File: config.mk
export PLATFORM = sky130hd
export DESIGN_NAME = calc_core_fsm
export DESIGN_NICKNAME = d
export VERILOG_FILES = /design/src/rtl/calc_core_fsm.sv
export SDC_FILE = /design/constraint.sdc
export NUM_CORES = 1
export LEC_CHECK = 0
export BUFFER_PORTS_ARGS = -buffer_cell sky130_fd_sc_hd__buf_2
export CAP_MARGIN = 20
export CORE_MARGIN = 4
export CORE_UTILIZATION = 55
export DETAILED_ROUTE_END_ITERATION = 6
export GPL_ROUTABILITY_DRIVEN = 0
export MAX_ROUTING_LAYER = met4
export PLACE_DENSITY_LB_ADDON = 0.15
export RECOVER_POWER = 50
export SLEW_MARGIN = 10
export SYNTH_ARGS = -nofsm -noshare
export SYNTH_HDL_FRONTEND = slang
export SYNTH_SLANG_ARGS = --single-unit
File: constraint.sdc
create_clock -name clk -period 4.3 [get_ports clk]
set_input_delay 0.43 -clock clk [delete_from_list [all_inputs] [get_ports clk]]
set_output_delay 0.43 -clock clk [all_outputs]
set_load 0.02 [all_outputs]
File: src/rtl/calc_core_fsm.sv
// Sequential 8-bit calculator: ADD/SUB in one EXEC cycle, shift-add MUL over 8 ITER cycles.
// Optional restoring divider for op=11 is built only when CALC_DIV_EN is defined.
module calc_core_fsm (
  input  logic        clk,
  input  logic        rst,
  input  logic [7:0]  a_in,
  input  logic [7:0]  b_in,
  input  logic [1:0]  op,
  input  logic        start,
  input  logic        clr,
  output logic [15:0] result,
  output logic        busy,
  output logic        done,
  output logic        neg,
  output logic        err
);

  typedef enum logic [1:0] {
    S_IDLE = 2'd0,
    S_EXEC = 2'd1,
    S_ITER = 2'd2,
    S_DONE = 2'd3
  } state_t;

  localparam logic [1:0] OP_ADD = 2'b00;
  localparam logic [1:0] OP_SUB = 2'b01;
  localparam logic [1:0] OP_MUL = 2'b10;
  localparam logic [1:0] OP_DIV = 2'b11;

`ifdef CALC_DIV_EN
  localparam logic [15:0] DIV_ERR_RES = 16'hFFFF;
`else
  localparam logic [15:0] DIV_ERR_RES = 16'h0000;
`endif

  state_t      r_state;
  logic [7:0]  r_a, r_b;
  logic [1:0]  r_op;
  logic [3:0]  r_cnt;
  logic [15:0] r_acc, r_mcand;
  logic [7:0]  r_mplier;
  logic [15:0] r_result;
  logic        r_busy, r_done, r_neg, r_err;

  logic [15:0] w_sum, w_diff, w_acc_next, w_iter_res;
  logic        w_iter_last, w_go_iter;

  assign w_sum       = {8'h00, r_a} + {8'h00, r_b};
  assign w_diff      = {8'h00, r_a} - {8'h00, r_b};
  assign w_acc_next  = r_acc + (r_mplier[0] ? r_mcand : 16'h0000);
  assign w_iter_last = (r_cnt == 4'd7);

`ifdef CALC_DIV_EN
  // Restoring divider: dividend bits shift out of r_quo MSB into the partial remainder,
  // quotient bits shift in at the LSB.
  logic [7:0] r_rem, r_quo;
  logic [8:0] w_div_shift;
  logic       w_div_ge;
  logic [7:0] w_div_sub, w_rem_next, w_quo_next;

  assign w_div_shift = {r_rem, r_quo[7]};
  assign w_div_ge    = (w_div_shift >= {1'b0, r_b});
  assign w_div_sub   = w_div_shift[7:0] - r_b;
  assign w_rem_next  = w_div_ge ? w_div_sub : w_div_shift[7:0];
  assign w_quo_next  = {r_quo[6:0], w_div_ge};
  assign w_iter_res  = (r_op == OP_DIV) ? {w_rem_next, w_quo_next} : w_acc_next;
  assign w_go_iter   = (op == OP_MUL) || ((op == OP_DIV) && (b_in != 8'h00));
`else
  assign w_iter_res  = w_acc_next;
  assign w_go_iter   = (op == OP_MUL);
`endif

  always_ff @(posedge clk or negedge rst) begin
    if (!rst) begin
      r_state  <= S_IDLE;
      r_a      <= 8'h00;
      r_b      <= 8'h00;
      r_op     <= OP_ADD;
      r_cnt    <= 4'd0;
      r_acc    <= 16'h0000;
      r_mcand  <= 16'h0000;
      r_mplier <= 8'h00;
      r_result <= 16'h0000;
      r_busy   <= 1'b0;
      r_done   <= 1'b0;
      r_neg    <= 1'b0;
      r_err    <= 1'b0;
`ifdef CALC_DIV_EN
      r_rem    <= 8'h00;
      r_quo    <= 8'h00;
`endif
    end else if (clr) begin
      r_state  <= S_IDLE;
      r_cnt    <= 4'd0;
      r_result <= 16'h0000;
      r_busy   <= 1'b0;
      r_done   <= 1'b0;
      r_neg    <= 1'b0;
      r_err    <= 1'b0;
    end else begin
      case (r_state)
        S_IDLE: begin
          if (start) begin
            r_a      <= a_in;
            r_b      <= b_in;
            r_op     <= op;
            r_cnt    <= 4'd0;
            r_acc    <= 16'h0000;
            r_mcand  <= {8'h00, a_in};
            r_mplier <= b_in;
            r_neg    <= 1'b0;
            r_err    <= 1'b0;
            r_busy   <= 1'b1;
            r_state  <= w_go_iter ? S_ITER : S_EXEC;
`ifdef CALC_DIV_EN
            r_rem    <= 8'h00;
            r_quo    <= a_in;
`endif
          end
        end
        S_EXEC: begin
          r_state <= S_DONE;
          r_done  <= 1'b1;
          case (r_op)
            OP_ADD: r_result <= w_sum;
            OP_SUB: begin
              r_result <= w_diff;
              r_neg    <= (r_a < r_b);
            end
            // Only DIV lands here: unsupported, or divide by zero.
            default: begin
              r_result <= DIV_ERR_RES;
              r_err    <= 1'b1;
            end
          endcase
        end
        S_ITER: begin
          r_cnt    <= r_cnt + 4'd1;
          r_acc    <= w_acc_next;
          r_mcand  <= r_mcand << 1;
          r_mplier <= r_mplier >> 1;
`ifdef CALC_DIV_EN
          r_rem    <= w_rem_next;
          r_quo    <= w_quo_next;
`endif
          if (w_iter_last) begin
            r_result <= w_iter_res;
            r_done   <= 1'b1;
            r_state  <= S_DONE;
          end
        end
        S_DONE: begin
          r_done  <= 1'b0;
          r_busy  <= 1'b0;
          r_cnt   <= 4'd0;
          r_state <= S_IDLE;
        end
        default: r_state <= S_IDLE;
      endcase
    end
  end

  assign result = r_result;
  assign busy   = r_busy;
  assign done   = r_done;
  assign neg    = r_neg;
  assign err    = r_err;

endmodule
==> flow_results.org, run 1 <==
** Outcome
- Run status :: finished, violations left
- The final reports fail on capacitance limit, slew limit.

** Floorplanning
- Vertical extent of the die :: 106.0 um
- From left edge to right edge, the die measures 106.0 um.
- Total die area :: about 0.011 mm2
- Core Footprint :: about 0.0093 mm2
- Placement Rows :: 35
- Once the floorplan was initialized, standard cells occupied between 50 and 60% of the core.
- In this run the count of I/O pins placed on the die edge is between 40 and 50.

** Min path
- Type of the most critical hold path :: in -> reg

** Critical path
- Data arrival at the endpoint of the critical path :: between 3000 and 4000 ps
- STA puts the critical path data required time at around 4500 ps.
- In this design, the stage delay of the slowest critical-path cell is 1260 ps.
- Along the worst path, the maximum fanout reaches 62.
- Critical path's slowest cell :: sky130_fd_sc_hd__clkbuf_2
- Nature of the critical path endpoint :: async pin
- The worst setup path is launched from an input port.
- Critical path cell sequence :: dlygate4sd3_1 > clkbuf_1 > clkbuf_2
- Type of the setup path with the least slack :: in -> async

** Route
- Using the TritonRoute via totals, the vias-per-cell ratio works out to about 5.8.
- The count of nets left with antenna violations once routing finished came out at 0.
- Mean routed wirelength per cell :: between 15 and 20 um
- The pre-antenna-repair detailed-routing pass consisted of 5 iterations.
- Aggregate routed wire length :: about 12000 um
- Summing over every cut layer, the via total after detailed routing is 4310.
- The first routing iteration left approximately 260 violations.
- After detailed routing, the number of remaining DRC violations is 0.

** Cells and area
- The area growth from synthesis to layout is 9.836%.
- # nets final :: around 670
- Counting the fill cells in the layout gives between 800 and 900.
- Ratio of cells with drive above 1 in the final layout :: ~14%
- Excluding fillers, the count of instances in the completed layout stands at between 700 and 800.
- Final design utilization :: a little over three fifths
- Summed area of non-filler cells in the final layout :: around 0.0058 mm2
- The repair_antennas step left the layout with diodes totalling 0.

** Synth
- Total number of yosys warnings :: 0
- Each instance of the synthesized netlist takes up on average between 9 and 10 um2.
- The synthesized netlist contains 65 unique library cells.
- Commonest cells post-synth :: sky130_fd_sc_hd__nand2_1 (89), sky130_fd_sc_hd__dfrtp_1 (84), sky130_fd_sc_hd__o21ai_0 (42)
- Area share of the leading cell type in the synthesized netlist :: between 30% and 40%
- Counting every net in the synthesized netlist gives 636.
- Number of enable-type register cells in the synthesized netlist :: 0
- Share of the synthesized netlist area taken by xor and xnor gates :: under 10%
- Of the total synthesized cell area, the portion taken by AND, OR, NAND and NOR gates is 19.53%.
- Of the post-synthesis cell area, the part taken by muxes is 7.490%.
- Post-synthesis sequential area ratio :: 39.82%
- Counting flops with an async set or reset pin after synthesis yields a share of 100.0%.
- Netlist area before placement :: between 0.005 and 0.006 mm2
- Most used standard cell by instance count after synthesis :: sky130_fd_sc_hd__nand2_1
- Summing the areas of all fa, ha and maj instances in the mapped netlist gives under 10% of the synthesized area.
- Synthesis handed over a netlist of ~570 instances.
- Leading post-synthesis cells by cell area :: sky130_fd_sc_hd__dfrtp_1 (40%), sky130_fd_sc_hd__ha_1 (8.8%), sky130_fd_sc_hd__nand2_1 (6.3%)
- For this run, the leading register cell type out of synthesis is sky130_fd_sc_hd__dfrtp_1.
- Library cell occupying the most area in the post-synthesis netlist :: sky130_fd_sc_hd__dfrtp_1
- Compound-Gate Fraction of Synth Area :: between 10% and 20%
- Synth Register Bits :: 84
- By area, the combinational part of the netlist is dominated by simple AND/OR/NAND/NOR gates.

** Timing
- TNS Setup :: 0 ps
- Across all hold checks on the routed design, the worst slack comes to between 300 and 400 ps.
- RSZ-0062 raised after global routing :: no
- The worst path in the final design needs a cycle of 2972 ps, including I/O delays and setup.
- Final setup skew :: 10.06 ps
- Final setup fails :: 0
- At the pin with the least slew margin, the transition time is ~1500 ps.
- Timing-limited maximum frequency :: 336.5 MHz
- Slew Limit Fails :: between 60 and 70
- Headroom to the max-slew limit came out at -1.730%.
- The hold violation count in the final report came to 0.
- The final critical path takes up about 69% of the cycle.

** Global route
- The first global-routing pass estimated slightly above 20000 um of wire.
- The number of antenna violations at the first check in global routing came to 0.
- Total overflow reported by the global router :: 0
- Overall track demand over capacity in global routing :: roughly a quarter
- Via count of the first global-routing pass :: approximately 4200
- Entering global routing, the biggest net connects 85 pins.

** Clock tree
- At the later pin of the worst-skew pair, clock insertion delay measures approximately 350 ps.
- After clock tree synthesis, the setup repair step added 0 buffers.
- TritonCTS clock tree :: done
- Clock-pin slew was measured on the worst setup and hold paths at 90 ps.
- TritonCTS buffer count :: 9
- In this run the clock root is driven by a sky130_fd_sc_hd__clkbuf_8.
- Count of clock tree sinks :: between 80 and 90
- Clock H-tree levels :: 3
- Maximum count of clock buffers along a single path :: 2

** Power
- In this run the static leakage power is 2.729 nW.
- Cell area power density :: ~650 mW/mm2
- Worst voltage drop across the vdd grid :: about 350 uV

** Placement
- Once placement completed, the tool counted placed cells totaling 723.
- During placement, the flow inserted port buffers numbering 41.
- Half-perimeter wire length after detailed placement :: 9043 um
- Placed Area :: ~0.0056 mm2

** Run
- Max-capacitance violation count :: 1
[cell families (layout without fill, tap and decap cells)]
logic type | count (synthesis) | after routing
DFF | 84 | 84
xor gates and xnor gates | 12 | 12
adders and majority gates | 40 | 40
buffers and inverters | 51 | 89
muxes | 37 | 37
and+or+nand+nor | 213 | 213
AOI/OAI and AO/OA | 137 | 137
[layer usage]
layer,wire [um],GRT usage (%),up-vias,part of all wire (%)
met2,6083,39.57,94,50
met1,5573,29.83,2104,45
met3,449,3.339,13,3.7
met5,0,-,-,0
li1,-,-,2099,-
met4,143,5.735,0,1.2
[stage by stage]
step	setup WS [ps]	power (mW)
6_report	1328	3.755
5_1_grt	791.5	4.059
4_1_cts	1421	3.762
3_5_place_dp	1448	3.118
3_3_place_gp	1592	3.063
2_1_floorplan	1932	2.655
[path summary, 6_finish.rpt]
| path | from | end | slack, ps | cells after the start |
|---|---|---|---|---|
| max in group clk | r_mplier[0]$_DFFE_PN0P_ | result[14]$_DFFE_PN0P_ | 1420 | 10 |
| worst max register to register | r_mplier[0]$_DFFE_PN0P_ | result[14]$_DFFE_PN0P_ | 1420 | 10 |
| worst max-delay path | rst | r_b[2]$_DFFE_PN0P_ | 1330 | 3 |
| min in group asynchronous | rst | r_state[0]$_DFFE_PN0P_ | 850 | 2 |
| worst min-delay path | op[1] | r_op[1]$_DFFE_PN0P_ | 320 | 2 |
| worst min register to register | r_mcand[15]$_DFFE_PN0P_ | r_mcand[15]$_DFFE_PN0P_ | 490 | 2 |
[registers in the layout (all words and copies together) (netlist names), 2 cells and up]
signal / count
result: 16
r_a: 8
r_mcand: 16
r_state: 2
r_mplier: 8
r_acc: 16
r_b: 8
r_op: 2
r_cnt: 4
[final cells by class]
cell class                      count  area, um2  area share (%)
Inverter                           26      97.59           1.683
Clock inverter                      7      98.84           1.705
Timing Repair Buffer               47      237.7           4.100
Multi-Input combinational cell    439       2977           51.34
Sequential cell                    84       2102           36.25
Tap cell                          129      161.4           2.784
Clock buffer                        9      123.9           2.136
[where the power goes]
part	internal (mW)	switching, mW
combinational	0.759	1.10
clock	0.331	0.306
sequential	1.03	0.234
total	2.12	1.64
[worst max-delay path, delay by kind of cell]
kind / cells / cell delay, ps
buffers and inverters: 3 / 2680
[what timing repair did]
action	in CTS	in global routing
gates resized for setup	0	0
hold buffers	0	1
hold endpoints to repair	0	22
[cell usage in the layout, fill, tap and decap left out, types with 6 or more instances in the layout]
| cell type | count |
|---|---|
| sky130_fd_sc_hd__ha_1 | 36 |
| sky130_fd_sc_hd__clkbuf_1 | 10 |
| sky130_fd_sc_hd__nand3_1 | 18 |
| sky130_fd_sc_hd__a21o_1 | 7 |
| sky130_fd_sc_hd__a211oi_1 | 9 |
| sky130_fd_sc_hd__nand2b_1 | 11 |
| sky130_fd_sc_hd__nand2_1 | 89 |
| sky130_fd_sc_hd__and2_1 | 16 |
| sky130_fd_sc_hd__inv_1 | 25 |
| sky130_fd_sc_hd__dfrtp_1 | 84 |
| sky130_fd_sc_hd__a21oi_1 | 22 |
| sky130_fd_sc_hd__clkbuf_8 | 9 |
| sky130_fd_sc_hd__nor3_1 | 9 |
| sky130_fd_sc_hd__nor2_1 | 33 |
| sky130_fd_sc_hd__xnor2_1 | 6 |
| sky130_fd_sc_hd__mux2_2 | 20 |
| sky130_fd_sc_hd__o21ai_0 | 42 |
| sky130_fd_sc_hd__o211ai_1 | 7 |
| sky130_fd_sc_hd__mux2i_1 | 17 |
| sky130_fd_sc_hd__buf_2 | 31 |
| sky130_fd_sc_hd__xor2_1 | 6 |
(Power assumes the default switching activity.)
==> run 2, diff against run 1 <==
==> constraint.sdc (replaced) <==
create_clock -name clk -period 2.76 [get_ports clk]
set_input_delay 0.276 -clock clk [delete_from_list [all_inputs] [get_ports clk]]
set_output_delay 0.276 -clock clk [all_outputs]
set_load 0.02 [all_outputs]
==> flow_results.org, run 2 (synthesis results as in run 1) <==
** Run
- Max-capacitance violation count :: 0

** Global route
- Global routing finished with a remaining overflow of 0.
- The first global-routing pass estimated around 21000 um of wire.
- Maximum number of pins on one net before global-route repair :: 45
- The number of antenna violations at the first check in global routing was 0.
- Via count of the first global-routing pass :: 4304
- Global routing used 24.25% of the available tracks.
- The layer flagged by global routing as most heavily used is met2.
- Global routing met1 resource utilization :: between 30% and 40%
- Met3 track demand over resource :: slightly below 3%
- Global routing used ~40% of the available met2 tracks.

** Cells and area
- Leaving out filler cells and counting taps, the final layout contains between 700 and 800.
- In the layout the commonest cells are sky130_fd_sc_hd__nand2_1 (89), sky130_fd_sc_hd__dfrtp_1 (83), sky130_fd_sc_hd__o21ai_0 (42), sky130_fd_sc_hd__ha_1 (36), sky130_fd_sc_hd__nor2_1 (33).
- The area growth from synthesis to layout is 11.00%.
- The net count of the finished layout is approximately 680.
- 0 antenna diodes ended up in the layout.
- Leaving out fill and tap cells, the most frequent cell in the layout is sky130_fd_sc_hd__nand2_1.
- Fillcell total :: roughly 840
- Cells with a size suffix above 1 make up about 14% of the layout.

** Min path
- The worst hold path belongs to the class in -> reg.
- The worst hold path passes through 2 cells.

** Outcome
- Run status :: finished, final reports clean

** Clock tree
- Worst-skew pair later-pin latency :: ~360 ps
- Count of clock tree sinks :: between 80 and 90
- TritonCTS clock tree :: done
- Clock H-tree levels :: 3
- In this run, CTS created clock tree buffers numbering 9.
- Clock transition at the register clock pins on the worst setup and hold paths after CTS :: ~90 ps
- In this run the deepest clock path goes through 2 buffers.
- The tree is rooted in a sky130_fd_sc_hd__clkbuf_8.

** Route
- Before antenna repair, the detailed router went through 7 iterations.
- In the final routed layout, each cell accounts on average for roughly 17 um.
- Antenna viol nets, final :: 0
- In this run, the number of DRC markers left after iteration 0 of detailed routing was just over 200.
- Number of vias per cell :: 5.891
- The routed layout has 4395 vias.
- Aggregate routed wire length :: approximately 13000 um
- Remaining routing DRC violations :: 0

** Power
- Cell area power density :: about 1000 mW/mm2
- Registers are responsible for about a third of the overall power.
- The analysis attributes to net switching a power of ~2.6 mW.
- LEAKAGE :: roughly 2.7 nW
- Of the total power, the share spent switching nets is between 40% and 50%.
- The internal portion of the total power is 3.358 mW.
- Per report_power, the clock group accounts for between 10% and 20% of the total.
- VDD sags by at most about 540 uV.
- Combinational logic is responsible for about half of the overall power.

** Floorplanning
- Placement Rows :: 35
- In this run the count of I/O pins placed on the die edge is 42.
- Core Footprint :: around 0.0093 mm2
- The die is ~110 um wide.
- Once the floorplan was initialized, standard cells occupied between 50% and 60% of the core.
- Vertical extent of the die :: between 100 and 150 um
- Total die area :: 0.01123 mm2

** Timing
- Setup repair after global routing left no endpoint under its margin.
- Subtracting the final worst setup slack from the clock period gives 2663 ps.
- The count of final max-slew check failures is 0.
- Static timing analysis puts the maximum clock frequency at roughly 380 MHz.
- Worst-case headroom to the max-slew limit :: 22.04%
- After layout, the worst path uses between 90% and 100% of the clock period.
- Final setup fails :: 0
- Adding up every negative setup slack in the final design gives 0 ps.
- Slew at the pin closest to its max-slew limit :: ~1200 ps
- The hold violation count in the final report was 0.
- Final setup skew :: around 13 ps

** Critical path
- For the worst setup path, the data arrival time is 2900 ps.
- Counting cells, the worst reg-to-reg path comes to 9.
- The critical path in this run is classified as reg -> reg.
- Startpoint class of the critical path :: flop
- Maximum fanout encountered on the critical timing path :: 9
- Setup slack on the worst reg-to-reg path comes out at roughly 97 ps.
- STA puts the critical path data required time at 2990 ps.
- Nature of the critical path endpoint :: flop

** Placement
- The wire-length estimate of the detail-placed layout is about 9400 um.
- Input and output buffers added on the ports amount to 41.
- Number of placed instances with taps included :: between 700 and 800
run 2: worst paths after layout:
kind / to / startpoint
hold reg to reg: r_mcand[15]$_DFFE_PN0P_ / r_mcand[15]$_DFFE_PN0P_
max in group asynchronous: r_b[4]$_DFFE_PN0P_ / rst
hold / removal: r_b[2]$_DFFE_PN0P_ / b_in[2]
setup reg to reg: result[7]$_DFFE_PN0P_ / r_mplier[0]$_DFFE_PN0P_
setup / recovery: result[7]$_DFFE_PN0P_ / r_mplier[0]$_DFFE_PN0P_
min in group asynchronous: err$_DFFE_PN0P_ / rst
run 2: final cells by class:
| class | count | area, um2 | area share, % |
|---|---|---|---|
| Sequential cell | 84 | 2103 | 35.90 |
| Tap cell | 129 | 161.4 | 2.755 |
| Timing Repair Buffer | 53 | 265.3 | 4.527 |
| Multi-Input combinational cell | 439 | 3008 | 51.33 |
| Clock buffer | 11 | 151.4 | 2.584 |
| Clock inverter | 4 | 72.57 | 1.239 |
| Inverter | 26 | 97.59 | 1.666 |
run 2: metal layers:
| layer | part of all wire (%) | up-vias |
|---|---|---|
| li1 | - | 2112 |
| met1 | 46 | 2161 |
| met2 | 48 | 100 |
| met3 | 3.9 | 22 |
| met4 | 2.2 | 0 |
| met5 | 0 | - |
run 2: stage by stage:
step           instance area, um2  hold WS, ps  worst slack, ps  util [%]  total power, mW
4_1_cts                      5841        152.2            20.03     62.91            5.930
6_report                     5859        164.3            96.82     63.11            5.939
5_1_grt                      5859        160.7            23.43     63.11            6.395
3_3_place_gp                 5605        312.4            71.66     60.38            4.801
2_1_floorplan                5279       -19.59            391.6         -            4.136
3_5_place_dp                 5605        320.6           -29.45     60.38            4.916
run 2: what timing repair did:
action	4_1_cts	5_1_grt
buffers inserted	0	3
resized for setup	1	6
endpoints found under the setup margin	3	12
hold buffers	1	0
endpoints found under the hold margin	42	0
pin swaps	0	0
gates cloned	0	0
run 2: power by group through the flow:
stage                     clock network (mW)  logic [mW]  registers, mW
after floorplan                            0        2.21           1.93
after global placement                     0        2.87           1.93
after detailed placement                   0        2.97           1.94
after CTS                               1.01        2.99           1.92
after global routing                    1.06        3.37           1.97
final                                  0.995        3.03           1.92
run 2: worst max-delay path: stages (launching register included):
cell,delay (ps)
sky130_fd_sc_hd__dfrtp_2,480
sky130_fd_sc_hd__buf_2,200
sky130_fd_sc_hd__and2_1,150
sky130_fd_sc_hd__ha_1,260
sky130_fd_sc_hd__or3_1,400
sky130_fd_sc_hd__a31oi_1,270
sky130_fd_sc_hd__a21oi_1,120
sky130_fd_sc_hd__xnor2_1,220
sky130_fd_sc_hd__nor2_1,80
sky130_fd_sc_hd__o32a_1,370
